--- config.mk ---
export PLATFORM = sky130hd
export DESIGN_NAME = mbpp_accum
export DESIGN_NICKNAME = d
export VERILOG_FILES = /design/src/rtl/mb_pkg.sv /design/src/rtl/mbpp_csa32.sv /design/src/rtl/mbpp_accum.sv
export SDC_FILE = /design/constraint.sdc
export NUM_CORES = 1
export LEC_CHECK = 0
export ABC_CLOCK_PERIOD_IN_PS = 3750
export BUFFER_PORTS_ARGS = -buffer_cell sky130_fd_sc_hd__clkbuf_2
export CAP_MARGIN = 20
export CORE_ASPECT_RATIO = 0.8
export CORE_MARGIN = 3
export CORE_UTILIZATION = 29
export CTS_BUF_LIST = sky130_fd_sc_hd__clkbuf_8
export CTS_CLUSTER_DIAMETER = 120
export DETAILED_ROUTE_END_ITERATION = 8
export SLEW_MARGIN = 10
export SYNTH_ARGS = -nofsm -noshare
export SYNTH_HDL_FRONTEND = slang
export SYNTH_SLANG_ARGS = --single-unit
--- constraint.sdc ---
create_clock -name clk_i -period 3.75 [get_ports clk_i]
set_input_delay 0 -clock clk_i [delete_from_list [all_inputs] [get_ports clk_i]]
set_output_delay 0 -clock clk_i [all_outputs]
set_load 0.1 [all_outputs]
--- src/rtl/mb_pkg.sv ---
// Shared types and helpers for the modified-Booth codec/accumulator family.
// Holds the Booth digit encoding, the row-count formula and the FSM states.
package mb_pkg;

  typedef struct packed {
    logic neg;
    logic one;
    logic two;
  } mbe_t;

  typedef enum logic [1:0] {
    IDLE,
    ACC,
    DONE
  } mbpp_state_e;

  function automatic int pp_num(input int n_dw);
    return (n_dw % 2 != 0) ? n_dw / 2 + 2
                           : n_dw / 2 + 1;
  endfunction

endpackage

--- src/rtl/mbpp_csa32.sv ---
// 3:2 carry-save compressor followed by a carry-propagate adder.
// Ports: a, b, c (W-bit addends), sum (W-bit, carry-out dropped).
module mbpp_csa32 #(
  parameter int W = 16
) (
  input  logic [W-1:0] a,
  input  logic [W-1:0] b,
  input  logic [W-1:0] c,
  output logic [W-1:0] sum
);

  logic [W-1:0] s;
  logic [W-1:0] maj;

  assign s   = a ^ b ^ c;
  assign maj = (a & b) | (a & c) | (b & c);
  assign sum = s + (maj << 1);

endmodule

--- src/rtl/mbpp_accum.sv ---
// Sequential partial-product accumulator: sums a Booth PP-row array into a product.
// Ports: clk_i, rst_i, pp_valid_i/pp_ready_o/pp_i in, prod_valid_o/prod_ready_i/prod_o out, busy_o.
module mbpp_accum
  import mb_pkg::*;
#(
  parameter  int M_DW         = 8,
  parameter  int N_DW         = 8,
  parameter  int ROWS_PER_CYC = 1,
  localparam int C_DW         = M_DW + N_DW,
  localparam int PP           = pp_num(N_DW)
) (
  input  logic                 clk_i,
  input  logic                 rst_i,
  input  logic                 pp_valid_i,
  output logic                 pp_ready_o,
  input  logic [PP*C_DW-1:0]   pp_i,
  output logic                 prod_valid_o,
  input  logic                 prod_ready_i,
  output logic [C_DW-1:0]      prod_o,
  output logic                 busy_o
);

  localparam int ITER     = (PP + ROWS_PER_CYC - 1) / ROWS_PER_CYC;
  localparam int CW       = $clog2(ITER + 1);
  localparam int ROWS_PAD = ITER * ROWS_PER_CYC;
  localparam int RW       = ROWS_PAD * C_DW;
  localparam int SH       = ROWS_PER_CYC * C_DW;

  if (ROWS_PER_CYC != 1 && ROWS_PER_CYC != 2) begin : g_bad_rpc
    $error("mbpp_accum: ROWS_PER_CYC must be 1 or 2");
  end

  mbpp_state_e state_q;
  mbpp_state_e state_d;

  logic [CW-1:0]                  cnt_q;
  logic [C_DW-1:0]                acc_q;
  logic [C_DW-1:0]                acc_sum;
  // Rows shift down as they are consumed, so the adder always reads
  // slot 0 (and 1); zero padding covers the missing row of an odd PP.
  logic [ROWS_PAD-1:0][C_DW-1:0]  row_q;
  logic                           accept;

  if (ROWS_PER_CYC == 2) begin : g_rpc2
    mbpp_csa32 #(
      .W(C_DW)
    ) u_csa (
      .a  (acc_q),
      .b  (row_q[0]),
      .c  (row_q[1]),
      .sum(acc_sum)
    );
  end else begin : g_rpc1
    assign acc_sum = acc_q + row_q[0];
  end

  always_comb begin
    state_d      = state_q;
    pp_ready_o   = 1'b0;
    prod_valid_o = 1'b0;
    busy_o       = 1'b0;
    unique case (state_q)
      IDLE: begin
        pp_ready_o = 1'b1;
        if (pp_valid_i) state_d = ACC;
      end
      ACC: begin
        busy_o = 1'b1;
        if (cnt_q == CW'(ITER - 1)) state_d = DONE;
      end
      DONE: begin
        prod_valid_o = 1'b1;
        pp_ready_o   = prod_ready_i;
        if (prod_ready_i) state_d = pp_valid_i ? ACC : IDLE;
      end
      default: state_d = IDLE;
    endcase
  end

  assign accept = pp_valid_i & pp_ready_o;
  assign prod_o = acc_q;

  always_ff @(posedge clk_i or posedge rst_i) begin
    if (rst_i) state_q <= IDLE;
    else       state_q <= state_d;
  end

  always_ff @(posedge clk_i or posedge rst_i) begin
    if (rst_i) begin
      acc_q <= '0;
      cnt_q <= '0;
      row_q <= '0;
    end else if (accept) begin
      row_q <= RW'(pp_i);
      acc_q <= '0;
      cnt_q <= '0;
    end else if (state_q == ACC) begin
      acc_q <= acc_sum;
      cnt_q <= cnt_q + CW'(1);
      row_q <= row_q >> SH;
    end
  end

endmodule
==> reports/metrics.csv <==
stage;metric;value;unit
run_status;outcome;completed;
route;vias_per_cell;4.681;
critical_path;r2r_end;prod_o[14];
critical_path;crit_path_max_incr_delay;610;ps
final_layout;multiInputGateArea;0.002162;mm2
timing;max-slew-margin-rel;43.35;%
synth;synth_seq_cells;101;
floorplanning;initial_utilization;30.16;%
clock_network;root_buffer;clkbuf_8;
floorplanning;die_x;150.5;um
synth;syn_area_per_cell;9.000;um2
timing;grt_setup_unrepaired;no;
timing;finalHoldViolCount;0;
critical_path;worstPathCellList;nand2b_2, inv_2, buf_4, clkbuf_2;
critical_path;path_class;flop to primary output;
clock_network;h-tree-depth;3;
critical_path;rrSetupSlack;1520;ps
route;drt_first_pass_iters;6;
route;drtAntennaViolNets;0;
final_layout;antenna_cells;0;
route;initialDrtViolationCount;313;
placement;hpwl;8.893;mm
synth;synth-xor-area-share;1.990;%
placement;pre_cts_ws;1536;ps
synth;synth_compound_area_share;16.69;%
final_layout;nets;810;
synth;synthAdderAreaFrac;4.806;%
final_layout;num-fill-cells;1606;
run;max_cap_violations;0;
synth;async_flop_share;100.0;%
synth;synth_top_family_by_area;simple AND/OR/NAND/NOR gates;
route;drc;0;
clock_network;insertion_delay;370;ps
critical_path;path_buf_inv;3;
clock_network;path_clk_slew;100;ps
floorplanning;core_area;0.01606;mm2
grt;grt_pass1_wl;22.12;mm
power_and_ir_drop;peakVddDrop;0.8075;mV
grt;antenna_found_initial;0;
synth;muxShareOfSynthArea;0;%
critical_path;worst-endpoint-required;3750;ps
grt;grt_overflow_total;0;
power_and_ir_drop;power_density;905.1;mW/mm2
floorplanning;pin_count;103;
critical_path;cp_slowest_cell;buf_4;
placement;gp_congestion;0.8138;
timing;fmax;446.4;MHz
final_layout;design_area;0.006585;mm2
floorplanning;fp-row-count;41;
synth;ys.flop_type;dfrtp_1;
clock_network;cts.sinks;101;
timing;fin_setup_tns;0;ps
grt;grtUsageTotal;15.26;%
placement;place_area;0.005565;mm2
critical_path;cp_max_fo;72;
final_layout;layout_common_cells;179 x nand2_1, 102 x clkbuf_2, 101 x dfrtp_1, 82 x dlygate4sd3_1, 48 x a22oi_1;
floorplanning;die-area;0.01829;mm2
timing;fin_ws;1510;ps
critical_path;cpLargestDelayFamily;buffers and inverters;
power_and_ir_drop;p_leak;3.261;nW
synth;synth-simple-area-share;20.88;%
timing;report.final.slew_viol_count;0;
clock_network;max-clock-path-buffers;2;
critical_path;reg2reg_depth;8;
timing;min_period;2240;ps
clock_network;cts_tree;done;
timing;fin_skew;12.85;ps
synth;synth-edff-count;0;
synth;synth-seq-area-share;52.20;%
min_path;min_path_type;input pin to async pin;
route;wire_per_inst;14.71;um
final_layout;drive_gt1_share;19.78;%
power_and_ir_drop;total_power;5.960;mW
critical_path;critPathArrivalTime;2240;ps
placement;port_buffers;102;
timing;fin_crit_sh;59.73;%
synth;yosys.cell_types.count;41;
timing;whs;97.38;ps
timing;setup_violations;0;
grt;grt_start_max_net_pins;73;
synth;synth_nets;640;
critical_path;start_kind;flop;
clock_network;cts_buffers;9;
route;routed-via-count;4344;
final_layout;final-seq-area;0.002527;mm2
route;drt-total-wl;13.65;mm
floorplanning;dieHeight;121.6;um
critical_path;end_kind;primary output;
synth;syn_area;0.004842;mm2
timing;worst_pin_slew;847.7;ps
synth;yosysWarningCount;0;
clock_network;ctsResizeCount;0;
final_layout;syn2layout_area_growth;35.99;%
final_layout;mostFrequentLayoutCell;nand2_1;
synth;synthCells;538;
grt;grt_pass1_vias;4345;
critical_path;r2r-start;prod_o[7];
## registers in the layout, indices dropped and copies added, names as in the netlist
signal	count
state_q	2
row_q	80
cnt_q	3
prod_o	16
## what timing repair did
| action | 4_1_cts | 5_1_grt |
|---|---|---|
| hold buffers | 82 | 0 |
| hold endpoints to repair | 132 | 0 |
| setup buffers | 0 | 0 |
## worst min-delay path: cells and delay by family
kind	cells	cell delay [ps]
buf+inv	3	870
## cell type report
class	instances	area share, %
clock buffer	9	1.881
multi-input combinational	395	32.83
sequential	101	38.38
clock inverter	7	1.140
inverter	9	0.5510
tap	215	4.085
timing repair buffer	192	21.13
## cell usage after synthesis (2+ instances only)
cell type  instances  area (um2)
nand2_1          180       675.7
dfrtp_1          101        2527
a22oi_1           48       360.4
nand3_1           30       150.1
clkbuf_1          24       90.09
o21ai_0           24       120.1
nor2_1            22       82.58
ha_1              17       212.7
a31oi_1           15       93.84
a21oi_1           10       50.05
inv_1              8       30.03
buf_2              7       35.03
xnor2_1            7       61.31
nand2b_1           4       25.02
xor2_1             4       35.03
nor2b_1            3       18.77
o21ai_1            3       15.01
a211oi_1           2       15.01
buf_1              2       7.510
nand3b_1           2       15.01
o211ai_1           2       15.01
o211ai_2           2       25.02
o21ai_2            2       17.52
o31a_1             2       17.52
## power by group
| part | total, mW | switching [mW] | leakage (nW) | internal (mW) |
|---|---|---|---|---|
| combinational | 3.36 | 2.28 | 1.88 | 1.08 |
| clock | 0.710 | 0.397 | 0.103 | 0.314 |
| sequential | 1.89 | 0.301 | 1.28 | 1.59 |
## routing by layer
layer	track usage (%)	routed length, um
met5	0	0
met4	3.429	185
met3	3.607	825
met2	23.66	6093
met1	21.78	6546
## how the worst max path moves through the flow
stage                from         end  slack (ps)  cells past startpoint
2_1_floorplan  state_q[1]   row_q[48]         850                      7
3_3_place_gp    prod_o[0]  prod_o[14]        1560                     10
3_5_place_dp    prod_o[7]  prod_o[14]        1540                      8
4_1_cts        state_q[1]      busy_o        1480                      4
5_1_grt         prod_o[0]  prod_o[14]        1310                     10
6_report       state_q[1]      busy_o        1510                      4
## metrics by stage
stage          instances  util (%)
5_1_grt              928     41.01
2_1_floorplan        538         -
6_report             928     41.01
3_3_place_gp         830     34.66
4_1_cts              928     41.01
3_5_place_dp         830     34.66
## kinds of logic (layout without fill, tap and decap cells)
kind of cell,Yosys count,after routing
adders and majority gates,18,18
AOI/OAI and AO/OA,119,119
buffers and inverters,42,217
xor gates and xnor gates,11,11
and+or+nand+nor,247,247
DFF,101,101
Power figures use the tool's default switching activity.
